<file path="src/rtl/var_corner_loader.sv">
`default_nettype none
// ============================================================================
// var_corner_loader : streams each core's window corners (TL,TR,BL,BR) from
// the integral caches into the per-core variance caches.          Rev 1.0
// ============================================================================
module var_corner_loader #(
  parameter int CORES    = 8,
  parameter int BLOCKING = 4,
  parameter int Y_W      = 10,
  parameter int BLK_W    = 8,
  parameter int X_W      = 10,
  parameter int WIN_W    = 6,
  parameter int DATA_W   = 32,
  parameter int SQ_W     = 48,
  parameter int RD_LAT   = 2
) (
  input  logic                       clk,
  input  logic                       resetn,
  input  logic                       start,
  input  logic                       ack,
  input  logic [Y_W-1:0]             start_y,
  input  logic [BLK_W-1:0]           start_block,
  input  logic [WIN_W-1:0]           win_size,
  input  logic [3:0]                 stride,
  input  logic [CORES-1:0]           core_mask,
  input  logic                       dbl_buf,
  output logic                       ready,
  output logic                       done,
  output logic                       rd_en,
  output logic [Y_W-1:0]             rd_y,
  output logic [BLK_W-1:0]           rd_blk,
  input  logic [BLOCKING*DATA_W-1:0] rd_q,
  input  logic [BLOCKING*SQ_W-1:0]   rd_sq_q,
  output logic [CORES-1:0]           vc_we,
  output logic [1:0]                 vc_waddr,
  output logic [DATA_W-1:0]          vc_wdata,
  output logic [SQ_W-1:0]            vc_wdata_sq,
  output logic                       vc_dbl_buf
);
  localparam int CORE_W = (CORES > 1) ? $clog2(CORES) : 1;
  localparam int EL_W   = (BLOCKING > 1) ? $clog2(BLOCKING) : 1;
  localparam int BSH    = $clog2(BLOCKING);
  localparam int META_W = EL_W + 2 + CORE_W;
  localparam int DR_W   = $clog2(RD_LAT + 2);

  typedef enum logic [2:0] {
    S_RESET = 3'd0,
    S_READY = 3'd1,
    S_LATCH = 3'd2,
    S_ISSUE = 3'd3,
    S_DRAIN = 3'd4,
    S_DONE  = 3'd5
  } state_t;

  state_t             state_q, state_d;
  logic [Y_W-1:0]     y0_q, y0_d;
  logic [X_W-1:0]     x0_q, x0_d;
  logic [WIN_W-1:0]   ws_q, ws_d;
  logic [3:0]         stride_q, stride_d;
  logic [CORES-1:0]   mask_q, mask_d;
  logic [CORE_W-1:0]  core_q, core_d;
  logic [1:0]         corner_q, corner_d;
  logic [DR_W-1:0]    drain_q, drain_d;
  logic               ready_q, ready_d;
  logic               done_q, done_d;
  logic               rd_en_q, rd_en_d;
  logic [Y_W-1:0]     rd_y_q, rd_y_d;
  logic [BLK_W-1:0]   rd_blk_q, rd_blk_d;
  logic [META_W-1:0]  rd_meta_q, rd_meta_d;
  logic               pv_q [RD_LAT];
  logic               pv_d [RD_LAT];
  logic [META_W-1:0]  pm_q [RD_LAT];
  logic [META_W-1:0]  pm_d [RD_LAT];
  logic [CORES-1:0]   vc_we_q, vc_we_d;
  logic [1:0]         vc_waddr_q, vc_waddr_d;
  logic [DATA_W-1:0]  vc_wdata_q, vc_wdata_d;
  logic [SQ_W-1:0]    vc_wdata_sq_q, vc_wdata_sq_d;
  logic               vc_dbl_buf_q, vc_dbl_buf_d;

  logic [WIN_W-1:0]   win_off;
  logic [X_W-1:0]     x0_start;
  logic [X_W-1:0]     x_pix;
  logic [X_W-1:0]     x_blk;
  logic [EL_W-1:0]    x_el;
  logic [Y_W-1:0]     y_pix;
  logic [CORE_W-1:0]  ret_core;
  logic [1:0]         ret_corner;
  logic [EL_W-1:0]    ret_el;

  // Corner geometry; all column arithmetic wraps modulo 2^X_W.
  always_comb begin
    win_off  = (ws_q < WIN_W'(2)) ? '0 : ws_q - WIN_W'(2);
    x0_start = X_W'(start_block) * X_W'(BLOCKING) + X_W'(1);
    x_pix    = x0_q + X_W'(core_q) * X_W'(stride_q)
             + (corner_q[0] ? X_W'(win_off) : '0);
    x_blk    = x_pix >> BSH;
    x_el     = EL_W'(x_pix % X_W'(BLOCKING));
    y_pix    = y0_q + (corner_q[1] ? Y_W'(win_off) : '0);
  end

  always_comb begin
    state_d      = state_q;
    y0_d         = y0_q;
    x0_d         = x0_q;
    ws_d         = ws_q;
    stride_d     = stride_q;
    mask_d       = mask_q;
    core_d       = core_q;
    corner_d     = corner_q;
    drain_d      = drain_q;
    vc_dbl_buf_d = vc_dbl_buf_q;
    rd_en_d      = 1'b0;
    rd_y_d       = rd_y_q;
    rd_blk_d     = rd_blk_q;
    rd_meta_d    = rd_meta_q;
    case (state_q)
      S_RESET: state_d = S_READY;
      S_READY: if (start) state_d = S_LATCH;
      S_LATCH: begin
        y0_d         = start_y + Y_W'(1);
        x0_d         = x0_start;
        ws_d         = win_size;
        stride_d     = stride;
        mask_d       = core_mask;
        vc_dbl_buf_d = dbl_buf;
        core_d       = '0;
        corner_d     = '0;
        state_d      = S_ISSUE;
      end
      S_ISSUE: begin
        if (mask_q[core_q]) begin
          rd_en_d   = 1'b1;
          rd_y_d    = y_pix;
          rd_blk_d  = x_blk[BLK_W-1:0];
          rd_meta_d = {x_el, corner_q, core_q};
          corner_d  = corner_q + 2'd1;
        end
        // A masked core costs one cycle; an enabled one advances after BR.
        if (!mask_q[core_q] || corner_q == 2'd3) begin
          core_d = core_q + CORE_W'(1);
          if (core_q == CORE_W'(CORES - 1)) begin
            drain_d = '0;
            state_d = S_DRAIN;
          end
        end
      end
      S_DRAIN: begin
        if (drain_q == DR_W'(RD_LAT)) state_d = S_DONE;
        else                          drain_d = drain_q + DR_W'(1);
      end
      S_DONE:  if (ack) state_d = S_RESET;
      default: state_d = S_RESET;
    endcase
    ready_d = (state_d == S_READY);
    done_d  = (state_d == S_DONE);
  end

  // Element/corner/core ride alongside the cache access until its data lands.
  always_comb begin
    pv_d[0] = rd_en_q;
    pm_d[0] = rd_meta_q;
    for (int i = 1; i < RD_LAT; i++) begin
      pv_d[i] = pv_q[i-1];
      pm_d[i] = pm_q[i-1];
    end
  end

  always_comb begin
    ret_core   = pm_q[RD_LAT-1][CORE_W-1:0];
    ret_corner = pm_q[RD_LAT-1][CORE_W+1:CORE_W];
    ret_el     = pm_q[RD_LAT-1][META_W-1:CORE_W+2];
    vc_we_d       = '0;
    vc_waddr_d    = vc_waddr_q;
    vc_wdata_d    = vc_wdata_q;
    vc_wdata_sq_d = vc_wdata_sq_q;
    if (pv_q[RD_LAT-1]) begin
      vc_we_d       = CORES'(1) << ret_core;
      vc_waddr_d    = ret_corner;
      vc_wdata_d    = rd_q[ret_el*DATA_W +: DATA_W];
      vc_wdata_sq_d = rd_sq_q[ret_el*SQ_W +: SQ_W];
    end
  end

  always_ff @(posedge clk) begin
    if (!resetn) begin
      state_q       <= S_RESET;
      y0_q          <= '0;
      x0_q          <= '0;
      ws_q          <= '0;
      stride_q      <= '0;
      mask_q        <= '0;
      core_q        <= '0;
      corner_q      <= '0;
      drain_q       <= '0;
      ready_q       <= 1'b0;
      done_q        <= 1'b0;
      rd_en_q       <= 1'b0;
      rd_y_q        <= '0;
      rd_blk_q      <= '0;
      rd_meta_q     <= '0;
      for (int i = 0; i < RD_LAT; i++) begin
        pv_q[i] <= 1'b0;
        pm_q[i] <= '0;
      end
      vc_we_q       <= '0;
      vc_waddr_q    <= '0;
      vc_wdata_q    <= '0;
      vc_wdata_sq_q <= '0;
      vc_dbl_buf_q  <= 1'b0;
    end else begin
      state_q       <= state_d;
      y0_q          <= y0_d;
      x0_q          <= x0_d;
      ws_q          <= ws_d;
      stride_q      <= stride_d;
      mask_q        <= mask_d;
      core_q        <= core_d;
      corner_q      <= corner_d;
      drain_q       <= drain_d;
      ready_q       <= ready_d;
      done_q        <= done_d;
      rd_en_q       <= rd_en_d;
      rd_y_q        <= rd_y_d;
      rd_blk_q      <= rd_blk_d;
      rd_meta_q     <= rd_meta_d;
      for (int i = 0; i < RD_LAT; i++) begin
        pv_q[i] <= pv_d[i];
        pm_q[i] <= pm_d[i];
      end
      vc_we_q       <= vc_we_d;
      vc_waddr_q    <= vc_waddr_d;
      vc_wdata_q    <= vc_wdata_d;
      vc_wdata_sq_q <= vc_wdata_sq_d;
      vc_dbl_buf_q  <= vc_dbl_buf_d;
    end
  end

  assign ready       = ready_q;
  assign done        = done_q;
  assign rd_en       = rd_en_q;
  assign rd_y        = rd_y_q;
  assign rd_blk      = rd_blk_q;
  assign vc_we       = vc_we_q;
  assign vc_waddr    = vc_waddr_q;
  assign vc_wdata    = vc_wdata_q;
  assign vc_wdata_sq = vc_wdata_sq_q;
  assign vc_dbl_buf  = vc_dbl_buf_q;

endmodule
`default_nettype wire

</file>
<file path="config.mk">
export PLATFORM = sky130hd
export DESIGN_NAME = var_corner_loader
export DESIGN_NICKNAME = d
export VERILOG_FILES = /design/src/rtl/var_corner_loader.sv
export SDC_FILE = /design/constraint.sdc
export NUM_CORES = 1
export LEC_CHECK = 0
export BUFFER_PORTS_ARGS = -buffer_cell sky130_fd_sc_hd__buf_4
export CORE_AREA = 2 2 184 186
export CTS_CLUSTER_DIAMETER = 150
export DETAILED_ROUTE_END_ITERATION = 10
export DIE_AREA = 0 0 186 188
export HOLD_SLACK_MARGIN = 0.02
export SETUP_SLACK_MARGIN = 0.15
export SLEW_MARGIN = 10
export SYNTH_ARGS = -nofsm -noshare
export SYNTH_HDL_FRONTEND = slang
export SYNTH_SLANG_ARGS = --single-unit
</file>
<file path="constraint.sdc">
create_clock -name clk -period 3.6 [get_ports clk]
set_clock_uncertainty 0.2 [all_clocks]
set_input_delay 0.72 -clock clk [delete_from_list [all_inputs] [get_ports clk]]
set_output_delay 0.72 -clock clk [all_outputs]
set_load 0.05 [all_outputs]
</file>
# After elaboration in Yosys (flattened, before gate mapping)
# Memory sizes are Yosys's and may differ from the RTL's.
# Cells that the tools add are included.
# W data, S select, Z words.
[word_totals] memories=2 wordCells=93 input_bits=361 ramBits=16 out_inout_bits=112 reg_bits=167
[memory_table] memory="pm_q" words=2 word_bits=7 read_ports=2 rd_ports_with_merged_regs=0 write_ports=2 line_no="72" rtl="logic [META_W-1:0] pm_q [RD_LAT];"
[memory_table] memory="pv_q" words=2 word_bits=1 read_ports=2 rd_ports_with_merged_regs=0 write_ports=2 line_no="70" rtl="logic pv_q [RD_LAT];"
[op_classes] n_reduce_logical=11 n_mul=2 n_addsub=9 n_bitwise=4 n_shift=3 n_lt_le_gt_ge=2 n_eq_ne=14 n_mux=26
[ops] op="$shiftx A192 B9 Y48" count=1
[ops] op="$shiftx A128 B8 Y32" count=1
[ops] op="$add A10 B1 Y10 const B" count=2
[ops] op="$add A10 B6 Y10" count=2
[ops] op="$mux W3" count=6
[ops] op="$mux W6" count=3
[ops] op="$pmux W3 S6" count=1
[ops] op="$mux W7" count=2
[ops] op="$eq A3 B3 Y1 const B" count=4
[ops] op="$add A10 B7 Y10" count=1
[ops] op="$reduce_and A2 Y1" count=5
[ops] op="$mux W2" count=4
[ops] op="$ne A2 B2 Y1 const B" count=4
[ops] op="$pmux W2 S2" count=2
[ops] op="$shl A1 B3 Y8 const A" count=1
[ops] op="$mul A3 B4 Y7" count=1
[ops] op="$eq A3 B1 Y1 const B" count=2
[ops] op="$eq A3 B2 Y1 const B" count=2
[ops] op="$lt A6 B2 Y1 const B" count=1
[ops] op="$mux W1" count=6
[ops] op="$pmux W3 S2" count=1
[ops] op="$sub A6 B2 Y6 const B" count=1
[ops] op="$add A2 B1 Y2 const B" count=2
[ops] op="$eq A2 B2 Y1 const B" count=2
[ops] op="other kinds (10)" count=14

# Longest topological paths before layout
[depth] depth_word=7 mapped_depth=15

# Least setup slack after synthesis
# Ideal clock, no wire load.
[synth_timing] path_type="reg-to-reg" startpoint="register core_q[2]" endpoint="register rd_blk_q[7] (netlist: rd_blk[7])" t_required_ps=3330 synth_period_minus_slack_ps=3667 path_stages_with_launch=13 path_buffers=0 setup_slack_ps=-67 setup_ps=70 t_arrival_ps=3397 path_cell_list="dfxtp_1 -> nand2_1 -> fa_1 -> fa_1 -> inv_1 -> fa_1 -> inv_1 -> fa_1 -> nand2b_1 -> a21oi_1 -> o211ai_1 -> xor2_1 -> a21oi_1"
[synth_between] elab_chain_cells=3
[synth_rtl] element="start: declaration" line_no="61" rtl="logic [CORE_W-1:0] core_q, core_d;"
[synth_rtl] element="start signal: assignment" line_no="217" rtl="core_q <= core_d;"
[synth_rtl] element="$mul A3 B4 Y7 / $bmux W1 S3 (equally long branches)" line_no="94, 131"
[synth_rtl] element="$add A10 B7 Y10 / $mux W1 (equally long branches)" line_no="94, 131"
[synth_rtl] element="$add A10 B6 Y10 / $reduce_and A2 Y1 (equally long branches)"
[synth_rtl] element="end signal: assignment" line_no="224" rtl="rd_blk_q <= rd_blk_d;"
[synth_rtl] element="end: declaration" line_no="68" rtl="logic [BLK_W-1:0] rd_blk_q, rd_blk_d;"
# Parallel ways exist; a longest one is shown, timed or not. The select of a mux whose other input is x is not followed.
# A chain may end at the register's enable or synchronous reset.

# Worst setup path in the final report
[layout_timing] startpoint="register core_q[1]" endpoint="register rd_blk_q[7] (netlist: rd_blk[7])"
# The elaborated chain is that of the path after synthesis.

==> flow_metrics.env <==
export IMPL_outcome="completed"
export IMPL_synth_ff_latch_count=182
export IMPL_reg2reg_slack_ps=130
export IMPL_power_leakage_nw=5.97
export IMPL_drc=0
export IMPL_netSwitchingPower_mw=1.13
export IMPL_clk_insertion_delay_late_ps=430
export IMPL_yosysWarnings=0
export IMPL_gr_usage_all_layers_pct=19.3
export IMPL_grt_pass1_wl_um=50900
export IMPL_timing_hold_violations_final=0
export IMPL_worstPathArrival_ps=3540
export IMPL_viasPerCell=4.71
export IMPL_crit_start="core_q[1]"
export IMPL_rsz0062_at_grt="yes"
export IMPL_placed_cells=1810
export IMPL_routabilityCongestion=0.843
export IMPL_finalMaxSlewViolations=0
export IMPL_timing_setup_tns_ps=0
export IMPL_synth_top_cell_by_area="dfxtp_1"
export IMPL_cp_max_fo=4
export IMPL_nets=1786
export IMPL_clockBufferDepth=2
export IMPL_routedWlPerCell_um=18.9
export IMPL_portBuffers=472
export IMPL_wl_um=35000
export IMPL_cts_hold_buf=0
export IMPL_drv_cap=0
export IMPL_p_clk_share_pct=42.4
export IMPL_clk_pin_slew_ps=80
export IMPL_path_class="flip-flop to flip-flop"
export IMPL_drt_first_pass_iters=5
export IMPL_num_rows=67
export IMPL_vdd_ir_drop_worst_mv=0.289
export IMPL_fmax_ghz=0.288
export IMPL_hpwl_um=27500
export IMPL_slew_headroom_pct=20.5
export IMPL_worstPathRequired_ps=3670
export IMPL_io_pins=473
export IMPL_die_area_mm2=0.0350
export IMPL_numCtsBuffers=17
export IMPL_area_delta_synth_final_pct=50.2
export IMPL_route_vias_total=8726
export IMPL_hold_path_depth=1
export IMPL_p_sw_share_pct=24.6
export IMPL_fin_crit_ps=3470
export IMPL_syn_inst=939
export IMPL_post_synth_top_count_cell="dfxtp_1"
export IMPL_period_share_pct=96.4
export IMPL_grt_pass1_vias=8682
export IMPL_whs_endpoint="pm_q[0][8]"
export IMPL_async_reset_ff_share_pct=0
export IMPL_ys_flop_type="dfxtp_1"
export IMPL_r2r_cells=12
export IMPL_antenna_found_initial=6
export IMPL_cts_tree="done"
export IMPL_layout_cells_non_filler=1851
export IMPL_r2r_end="rd_blk[7]"
export IMPL_multi_input_area_mm2=0.00572
export IMPL_start_kind="flip-flop"
export IMPL_seq_area_mm2=0.00367
export IMPL_cellPowerDensity_mw_per_mm2=318
export IMPL_synth_top_area_share_pct=38.0
export IMPL_die_h_um=188
export IMPL_r2r_start="core_q[1]"
export IMPL_synthTopCellsByArea="dfxtp_1 38%, mux4_2 19%, mux2i_1 8.9%"
export IMPL_core_area_mm2=0.0331
export IMPL_root_buffer="clkbuf_16"
export IMPL_synth_cell_types=47
export IMPL_clock_sinks=182
export IMPL_die_w_um=186
export IMPL_start_util_pct=29.0
export IMPL_gr_total_overflow=0
export IMPL_synth_area_per_cell_um2=10.2
export IMPL_p_seq_share_pct=44.9
export IMPL_ant_nets=0
export IMPL_worstMarginPinSlew_ps=1190
export IMPL_drive_above_1_share_pct=46.5
export IMPL_p_int_mw=3.46
export IMPL_synth_edff_count=0
export IMPL_hold_path_class="flip-flop to flip-flop"
export IMPL_drt_iter0_markers=510
export IMPL_grt_max_degree=81
export IMPL_syn_cell_area_mm2=0.00960
export IMPL_hold_start="pm_q[0][1]"
export IMPL_htreeDepth=4
export IMPL_setup_violations_final=0
export IMPL_combinationalPowerShare_pct=12.8
export IMPL_ys_top_cells_by_count="182 x dfxtp_1, 120 x nor2_1, 103 x nand2_1"
export IMPL_critPathCaptureType="flip-flop"
export IMPL_ys_seq_area_share_pct=38.0
export IMPL_synth_nets=1338
export IMPL_n_fill_cell=3271
how the worst max path moves through the flow:
stage / to / slack, ps
final: rd_blk[7] / 130
after global routing: rd_blk[7] / 5
after CTS: rd_blk[7] / 130
after detailed placement: rd_blk[7] / -20
after global placement: rd_blk[7] / 50
after floorplan: rd_blk[7] / 140
routing by layer:
| layer | GRT usage, % | wire [µm] | vias to the layer above |
|---|---|---|---|
| met1 | 24.0 | 14500 | 4171 |
| met4 | 5.72 | 641 | 4 |
| met2 | 33.3 | 17600 | 275 |
| met3 | 4.33 | 2310 | 36 |
| met5 | 0 | 24 | - |
| li1 | - | - | 4240 |
cell usage in the layout, fill, tap and decap left out, drive strengths merged, types with 2 or more instances in the layout:
| cell type | n |
|---|---|
| nor2b | 5 |
| or2 | 3 |
| o21a | 2 |
| mux2 | 2 |
| and3 | 7 |
| xor2 | 8 |
| mux2i | 85 |
| nand4 | 3 |
| buf | 494 |
| o21ai | 24 |
| nand3b | 3 |
| or4 | 3 |
| or3 | 9 |
| bufinv | 2 |
| mux4 | 82 |
| o21bai | 2 |
| ha | 26 |
| xnor2 | 5 |
| a21oi | 59 |
| inv | 35 |
| a211oi | 17 |
| nor3b | 4 |
| and2 | 31 |
| a31oi | 3 |
| a21o | 3 |
| o211ai | 3 |
| clkinv | 3 |
| nor2 | 120 |
| dfxtp | 182 |
| nand2 | 103 |
| diode | 3 |
| clkbuf | 19 |
| nand2b | 13 |
| nand3 | 13 |
| nor3 | 7 |
| fa | 12 |
stage by stage:
step	setup WS, ps	cell area [µm²]	util [%]	hold slack, ps	power, mW
after detailed placement	-21.4	13700	41.2	218	2.69
after global placement	50.9	13700	41.2	213	2.68
after global routing	4.66	14400	43.5	248	4.79
final	131	14400	43.5	233	4.59
after CTS	128	14300	43.3	235	4.66
after floorplan	138	9650	-	212	2.31
cells by family (layout without fill, tap and decap cells):
| logic type | Yosys count | count (layout) | share of synthesized area [%] |
|---|---|---|---|
| other | 0 | 3 | 0 |
| adder cells (fa/ha/maj) | 38 | 38 | 5.89 |
| XOR/XNOR | 13 | 13 | 1.19 |
| AO/OA/AOI/OAI | 119 | 119 | 7.21 |
| AND/OR/NAND/NOR | 326 | 326 | 15.4 |
| multiplexers | 169 | 169 | 28.4 |
| buffers and inverters | 92 | 553 | 3.99 |
| flip-flops | 182 | 182 | 38.0 |
final cells by class:
class                      count  area share [%]
inverter                      27           0.720
tap                          448            3.89
clock inverter                13            1.13
timing repair buffer         494            26.1
clock buffer                  19            3.00
antenna                        3          0.0521
multi-input combinational    665            39.7
sequential                   182            25.4
state kept, by name, summed over array words and instances (netlist names), 6 cells and up:
register and count:
y0_q 10, x0_q 9, rd_meta_q 7, mask_q 8, ws_q 6, rd_blk 8, pm_q 14, vc_wdata_sq 48
vc_we 8, vc_wdata 32, rd_y 10
power by group through the flow:
| stage | sequential (mW) | clock [mW] | combinational, mW |
|---|---|---|---|
| global route | 2.06 | 2.10 | 0.632 |
| finish | 2.06 | 1.94 | 0.586 |
| floorplan | 2.11 | 0 | 0.204 |
| detailed placement | 2.11 | 0 | 0.580 |
| CTS | 2.06 | 2.01 | 0.586 |
| global placement | 2.11 | 0 | 0.572 |
repair_timing:
item	4_1_cts	5_1_grt
gates cloned	0	0
resized for setup	17	14
setup endpoints to repair	6	7
pin swaps	16	13
buffers inserted	3	3
worst max-delay path: stages (launching register included):
cell and delay, ps:
dfxtp_4 370, nand2_2 60, fa_1 490, fa_1 510, inv_2 40, fa_2 600
inv_2 50, fa_2 340, nand2b_4 160, a21oi_4 140, o211ai_1 130, xor2_1 140
a21oi_1 70
No activity file was read; power rests on OpenSTA's default activity.
